File: src/rtl/fetch_pkg.sv
// Shared types and constants for the IF stage.
//   fetch_state_t     : instruction-memory handshake FSM states
//   RESET_PC_DEFAULT  : default PCF value after reset
//   NOP_INSTR_DEFAULT : default instruction placed in IF/ID on reset/flush/bubble
//   PC_INC            : sequential fetch increment
package fetch_pkg;

  typedef enum logic [1:0] {
    IDLE  = 2'd0,
    FETCH = 2'd1,
    WAIT  = 2'd2,
    DROP  = 2'd3
  } fetch_state_t;

  localparam logic [31:0] RESET_PC_DEFAULT  = 32'h0000_0000;
  localparam logic [31:0] NOP_INSTR_DEFAULT = 32'h0000_0000;
  localparam logic [31:0] PC_INC            = 32'd4;

endpackage

File: src/rtl/if_id_reg.sv
// IF/ID pipeline register with a one-entry skid buffer.
// Ports:
//   clk, reset      : clock, async active-low reset
//   stall           : hold IF/ID (new data goes to the skid)
//   flush           : clear IF/ID and the skid (wins over stall)
//   load            : accepted fetch data is presented on instr_in/pc_plus4_in
//   skid_clr        : redirect in progress, skid contents are wrong-path
//   instr_out, pc_plus4_out, valid_out : decode-stage outputs
//   skid_full       : skid holds an instruction; upstream must not accept more
module if_id_reg import fetch_pkg::*; #(
  parameter logic [31:0] NOP_INSTR = NOP_INSTR_DEFAULT
) (
  input  logic        clk,
  input  logic        reset,
  input  logic        stall,
  input  logic        flush,
  input  logic        load,
  input  logic        skid_clr,
  input  logic [31:0] instr_in,
  input  logic [31:0] pc_plus4_in,
  output logic [31:0] instr_out,
  output logic [31:0] pc_plus4_out,
  output logic        valid_out,
  output logic        skid_full
);

  logic [31:0] instr_q, instr_d;
  logic [31:0] pc_plus4_q, pc_plus4_d;
  logic        valid_q, valid_d;
  logic        skid_full_q, skid_full_d;
  logic [31:0] skid_instr_q, skid_instr_d;
  logic [31:0] skid_pc_plus4_q, skid_pc_plus4_d;

  always_comb begin
    instr_d         = instr_q;
    pc_plus4_d      = pc_plus4_q;
    valid_d         = valid_q;
    skid_full_d     = skid_full_q;
    skid_instr_d    = skid_instr_q;
    skid_pc_plus4_d = skid_pc_plus4_q;

    if (flush) begin
      instr_d     = NOP_INSTR;
      pc_plus4_d  = '0;
      valid_d     = 1'b0;
      skid_full_d = 1'b0;
    end else if (stall) begin
      if (skid_clr) begin
        skid_full_d = 1'b0;
      end else if (load) begin
        skid_instr_d    = instr_in;
        skid_pc_plus4_d = pc_plus4_in;
        skid_full_d     = 1'b1;
      end
    end else if (skid_full_q && !skid_clr) begin
      // Upstream cannot accept while the skid is full, so load is never set here.
      instr_d     = skid_instr_q;
      pc_plus4_d  = skid_pc_plus4_q;
      valid_d     = 1'b1;
      skid_full_d = 1'b0;
    end else if (load) begin
      instr_d     = instr_in;
      pc_plus4_d  = pc_plus4_in;
      valid_d     = 1'b1;
      skid_full_d = 1'b0;
    end else begin
      // Nothing arrived: hand decode a bubble rather than repeat the old word.
      instr_d     = NOP_INSTR;
      pc_plus4_d  = '0;
      valid_d     = 1'b0;
      skid_full_d = 1'b0;
    end
  end

  always_ff @(posedge clk or negedge reset) begin
    if (!reset) begin
      instr_q         <= NOP_INSTR;
      pc_plus4_q      <= '0;
      valid_q         <= 1'b0;
      skid_full_q     <= 1'b0;
      skid_instr_q    <= '0;
      skid_pc_plus4_q <= '0;
    end else begin
      instr_q         <= instr_d;
      pc_plus4_q      <= pc_plus4_d;
      valid_q         <= valid_d;
      skid_full_q     <= skid_full_d;
      skid_instr_q    <= skid_instr_d;
      skid_pc_plus4_q <= skid_pc_plus4_d;
    end
  end

  assign instr_out    = instr_q;
  assign pc_plus4_out = pc_plus4_q;
  assign valid_out    = valid_q;
  assign skid_full    = skid_full_q;

endmodule

File: src/rtl/fetch_stage.sv
// IF stage: PC register, instruction-memory req/ready handshake FSM and IF/ID.
// Ports:
//   clk, reset                 : clock, async active-low reset
//   StallF, StallD, FlushD     : hazard-unit controls
//   PCSrcD, PCBranchD          : fetch redirect
//   imem_req/addr/ready/rdata  : instruction memory handshake
//   PCF                        : current fetch PC
//   InstrD, PCPlus4D, ValidD   : decode-stage outputs
//   FetchBusy                  : request outstanding (WAIT or DROP)
//
// state | meaning
// IDLE  | one cycle after reset, no request
// FETCH | request at PCF when allowed; zero-wait accept advances PCF
// WAIT  | request held at PCF until imem_ready
// DROP  | request held, returning data is wrong-path, then jump to redirect_q
module fetch_stage import fetch_pkg::*; #(
  parameter logic [31:0] RESET_PC  = RESET_PC_DEFAULT,
  parameter logic [31:0] NOP_INSTR = NOP_INSTR_DEFAULT
) (
  input  logic        clk,
  input  logic        reset,
  input  logic        StallF,
  input  logic        StallD,
  input  logic        FlushD,
  input  logic        PCSrcD,
  input  logic [31:0] PCBranchD,
  output logic        imem_req,
  output logic [31:0] imem_addr,
  input  logic        imem_ready,
  input  logic [31:0] imem_rdata,
  output logic [31:0] PCF,
  output logic [31:0] InstrD,
  output logic [31:0] PCPlus4D,
  output logic        ValidD,
  output logic        FetchBusy
);

  fetch_state_t state_q, state_d;
  logic [31:0]  pcf_q, pcf_d;
  logic [31:0]  redirect_q, redirect_d;
  logic [31:0]  pc_plus4;
  logic         skid_full;
  logic         load;
  logic         skid_clr;

  assign pc_plus4 = pcf_q + PC_INC;

  always_comb begin
    imem_req = 1'b0;
    unique case (state_q)
      IDLE:        imem_req = 1'b0;
      FETCH:       imem_req = !StallF && !skid_full;
      WAIT, DROP:  imem_req = 1'b1;
      default:     imem_req = 1'b0;
    endcase
  end

  always_comb begin
    state_d    = state_q;
    pcf_d      = pcf_q;
    redirect_d = redirect_q;
    load       = 1'b0;
    skid_clr   = 1'b0;

    unique case (state_q)
      IDLE: begin
        state_d = FETCH;
        if (PCSrcD) begin
          pcf_d    = PCBranchD;
          skid_clr = 1'b1;
        end
      end
      FETCH, WAIT: begin
        if (imem_req && imem_ready) begin
          state_d = FETCH;
          if (PCSrcD) begin
            pcf_d    = PCBranchD;
            skid_clr = 1'b1;
          end else begin
            load  = 1'b1;
            pcf_d = pc_plus4;
          end
        end else if (imem_req) begin
          // A presented request must stay put until accepted, so a redirect
          // here is parked in redirect_q and applied once the memory answers.
          if (PCSrcD) begin
            redirect_d = PCBranchD;
            skid_clr   = 1'b1;
            state_d    = DROP;
          end else begin
            state_d = WAIT;
          end
        end else if (PCSrcD) begin
          pcf_d    = PCBranchD;
          skid_clr = 1'b1;
        end
      end
      DROP: begin
        skid_clr = 1'b1;
        if (imem_ready) begin
          state_d = FETCH;
          pcf_d   = PCSrcD ? PCBranchD : redirect_q;
        end else if (PCSrcD) begin
          redirect_d = PCBranchD;
        end
      end
      default: state_d = IDLE;
    endcase
  end

  always_ff @(posedge clk or negedge reset) begin
    if (!reset) begin
      state_q    <= IDLE;
      pcf_q      <= RESET_PC;
      redirect_q <= '0;
    end else begin
      state_q    <= state_d;
      pcf_q      <= pcf_d;
      redirect_q <= redirect_d;
    end
  end

  if_id_reg #(.NOP_INSTR(NOP_INSTR)) u_if_id_reg (
    .clk          (clk),
    .reset        (reset),
    .stall        (StallD),
    .flush        (FlushD),
    .load         (load),
    .skid_clr     (skid_clr),
    .instr_in     (imem_rdata),
    .pc_plus4_in  (pc_plus4),
    .instr_out    (InstrD),
    .pc_plus4_out (PCPlus4D),
    .valid_out    (ValidD),
    .skid_full    (skid_full)
  );

  assign imem_addr = pcf_q;
  assign PCF       = pcf_q;
  assign FetchBusy = (state_q == WAIT) || (state_q == DROP);

endmodule

File: config.mk
export PLATFORM = sky130hd
export DESIGN_NAME = fetch_stage
export DESIGN_NICKNAME = d
export VERILOG_FILES = /design/src/rtl/fetch_pkg.sv /design/src/rtl/if_id_reg.sv /design/src/rtl/fetch_stage.sv
export SDC_FILE = /design/constraint.sdc
export NUM_CORES = 1
export LEC_CHECK = 0
export ABC_CLOCK_PERIOD_IN_PS = 5200
export CAP_MARGIN = 25
export CORE_ASPECT_RATIO = 1.5
export CORE_MARGIN = 3
export CORE_UTILIZATION = 57
export DETAILED_ROUTE_END_ITERATION = 7
export PLACE_DENSITY = 0.86
export SLEW_MARGIN = 30
export SYNTH_ARGS = -nofsm -noshare
export SYNTH_HDL_FRONTEND = slang
export SYNTH_SLANG_ARGS = --single-unit
File: constraint.sdc
create_clock -name clk -period 5.2 [get_ports clk]
set_input_delay 1.04 -clock clk [delete_from_list [all_inputs] [get_ports clk]]
set_output_delay 1.04 -clock clk [all_outputs]
set_load 0.01 [all_outputs]
==> metrics <==
RSZ-0062 raised after global routing false; startpoint types primary input; CTS tree done; Fillers 1353; Register Area 4900 um2; Routed Antenna Nets 0; CP Capture Type output pin; Antenna Cells 0; post-DP HPWL 20500 um; area occupied by multi-input gates 5010 um2; Post-synth ARST share 100%; Reg clk slew, reported paths 70 ps; row cnt 60; syn_area_per_cell 10.0 um2; Post-CTS Setup Inserts 0; I/O Pins 202; clk_skew 13.1 ps; met3 routed WL 2170 um; DR pass1 iterations 6; Crit path required time 4160 ps; # DRC 0; Final Cycle Share 72.3%; final hold viol count 0; first-pass GRT wire length 48600 um; post_cts resized 0; min cycle time layout 3760 ps; hold path depth 1; HP Class reg -> reg; share of cells above drive strength 1 10.5%; WL final 30200 um; WP data arrival 2720 ps; CTS Buf Count 17; top sig layer met4; final hold slack 486 ps; Final #Nets 1246; Worst Reg2Reg Path Length in Cells 9; Die ar. 20300 um2; # port buffers 201; Synth Register Bits 196; top_reg_cell synth dfrtp_1; total core area 18100 um2; number of synthesized flops with an enable pin 0; Post-Syn Area 10600 um2; Critical Setup Path Class in -> out; Vias/cell 6.42; peak supply drop 0.362 mV; CTS H-tree depth 4; crit path max fanout 8; largest net degree at the start of global routing 115; Die X 117 um; Hold Buf Count CTS 0; most frequent cells in the layout 197 x clkdlybuf4s50_1, 196 x dfrtp_1, 55 x nor3_1; # Max-Cap Violations 0; routed length per instance 21.1 um; Initial Utilization 58.7%; PD cells 507 nW/um2; Leak 5.31 nW; Netlist cell types 78; syn nets 1132; worst skew pair latency 440 ps; met2 WL 15100 um; worst-margin pin slew 924 ps; status finished clean; Die Ht 173 um; Iter 0 DRT Violations 1014; Root Buffer clkbuf_16; register area share after synthesis 46.2%; Global Route Usage Sum 29.3%; grt total ovfl 0; Area Growth Syn to Fin 23.4%; clk buf depth 2; initial antenna violation count 0; Gate Count Post-Synth 1056; WL met1 11600 um; setup TNS 0 ps; synth warn 0; Vias 9184; Final GP Congestion 0.933; Rel. slew slack 38.2%; Final Setup Violations 0; fin. max-slew vios 0; most common cell after layout, fill and taps aside clkdlybuf4s50_1; number of global-route vias before repair 8955; clock sink count 196; maximum clock rate 266 MHz
==> where the power goes <==
| group | internal, mW | switching (mW) |
|---|---|---|
| combinational | 1.32 | 1.36 |
| clock | 0.749 | 0.645 |
| sequential | 2.00 | 0.569 |
| total | 4.07 | 2.57 |
==> kinds of logic after synthesis <==
group / after synthesis / synth area share, %
buffers and inverters: 148 / 6.97
adder cells (fa/ha/maj): 5 / 0.589
XOR/XNOR: 33 / 2.72
multiplexers: 87 / 9.16
AO/OA/AOI/OAI: 293 / 19.5
flip-flops: 196 / 46.2
AND/OR/NAND/NOR: 294 / 14.8
==> state kept, by name (all words and copies together) (netlist names) <==
register	count
state_q	2
u_if_id_reg.pc_plus4_out	32
u_if_id_reg.skid_pc_plus4_q	32
u_if_id_reg.skid_full	1
u_if_id_reg.skid_instr_q	32
PCF	32
redirect_q	32
u_if_id_reg.valid_out	1
u_if_id_reg.instr_out	32
==> cells in the mapped netlist, types with 6 or more instances <==
master | number | area [um2]
a221oi_1 | 46 | 403
nor4_1 | 6 | 37.5
buf_4 | 37 | 278
mux2_2 | 51 | 574
dfrtp_1 | 196 | 4900
and3_1 | 6 | 37.5
nor3_1 | 55 | 275
xnor2_1 | 22 | 193
and4_1 | 7 | 61.3
clkbuf_1 | 48 | 180
o31ai_1 | 7 | 52.6
nor2b_1 | 50 | 313
o21ai_0 | 51 | 255
o22ai_1 | 16 | 100
nor2_1 | 56 | 210
or3_1 | 8 | 50.1
xor2_1 | 11 | 96.3
nand4_1 | 10 | 62.6
nand2b_1 | 9 | 56.3
nand2_1 | 48 | 180
inv_1 | 22 | 82.6
buf_2 | 35 | 175
mux2_1 | 30 | 338
o21a_1 | 11 | 82.6
nand3_1 | 20 | 100
a22oi_1 | 21 | 158
a2bb2oi_1 | 7 | 61.3
a31oi_1 | 19 | 119
mux2i_1 | 6 | 60.1
o211ai_1 | 6 | 45.0
a21oi_1 | 51 | 255
==> final timing paths <==
path	startpoint	to	slack, ps
max	StallF	imem_req	1440
min	redirect_q[10]	redirect_q[10]	490
max reg2reg	state_q[1]	u_if_id_reg.instr_out[18]	1860
min reg2reg	redirect_q[10]	redirect_q[10]	490
max in group asynchronous	reset	redirect_q[9]	3560
min in group asynchronous	reset	u_if_id_reg.skid_instr_q[21]	670
==> routing by layer <==
metal  vias up  global-route usage [%]
met2       506                    49.3
met1      4494                    37.7
met3        84                    4.32
met5         -                       0
li1       4100                       -
met4         0                    13.3
==> cell type report <==
cell class / instances / share of cell area, %
clock buffer: 18 / 3.35
timing repair buffer: 218 / 16.5
inverter: 25 / 0.716
tap: 248 / 2.37
sequential: 196 / 37.4
multi-input combinational: 712 / 38.2
clock inverter: 14 / 1.44
==> per-stage QoR <==
stage | setup WS, ps | instances | area (um2) | power (mW) | utilization [%]
floorplan | 2540 | 1056 | 10600 | 4.18 | -
global placement | 1430 | 1399 | 12500 | 5.12 | 68.9
detailed placement | 1300 | 1399 | 12500 | 5.21 | 68.9
CTS | 1430 | 1431 | 13100 | 6.61 | 72.4
global route | 1340 | 1431 | 13100 | 6.97 | 72.4
finish | 1440 | 1431 | 13100 | 6.64 | 72.4
==> worst max-delay path, cell delays in order <==
cell             delay [ps]
clkdlybuf4s50_1         470
nor3b_4                 440
o21ai_2                 150
inv_2                    90
clkdlybuf4s50_1         530
No activity file was read; power rests on OpenSTA's default activity.
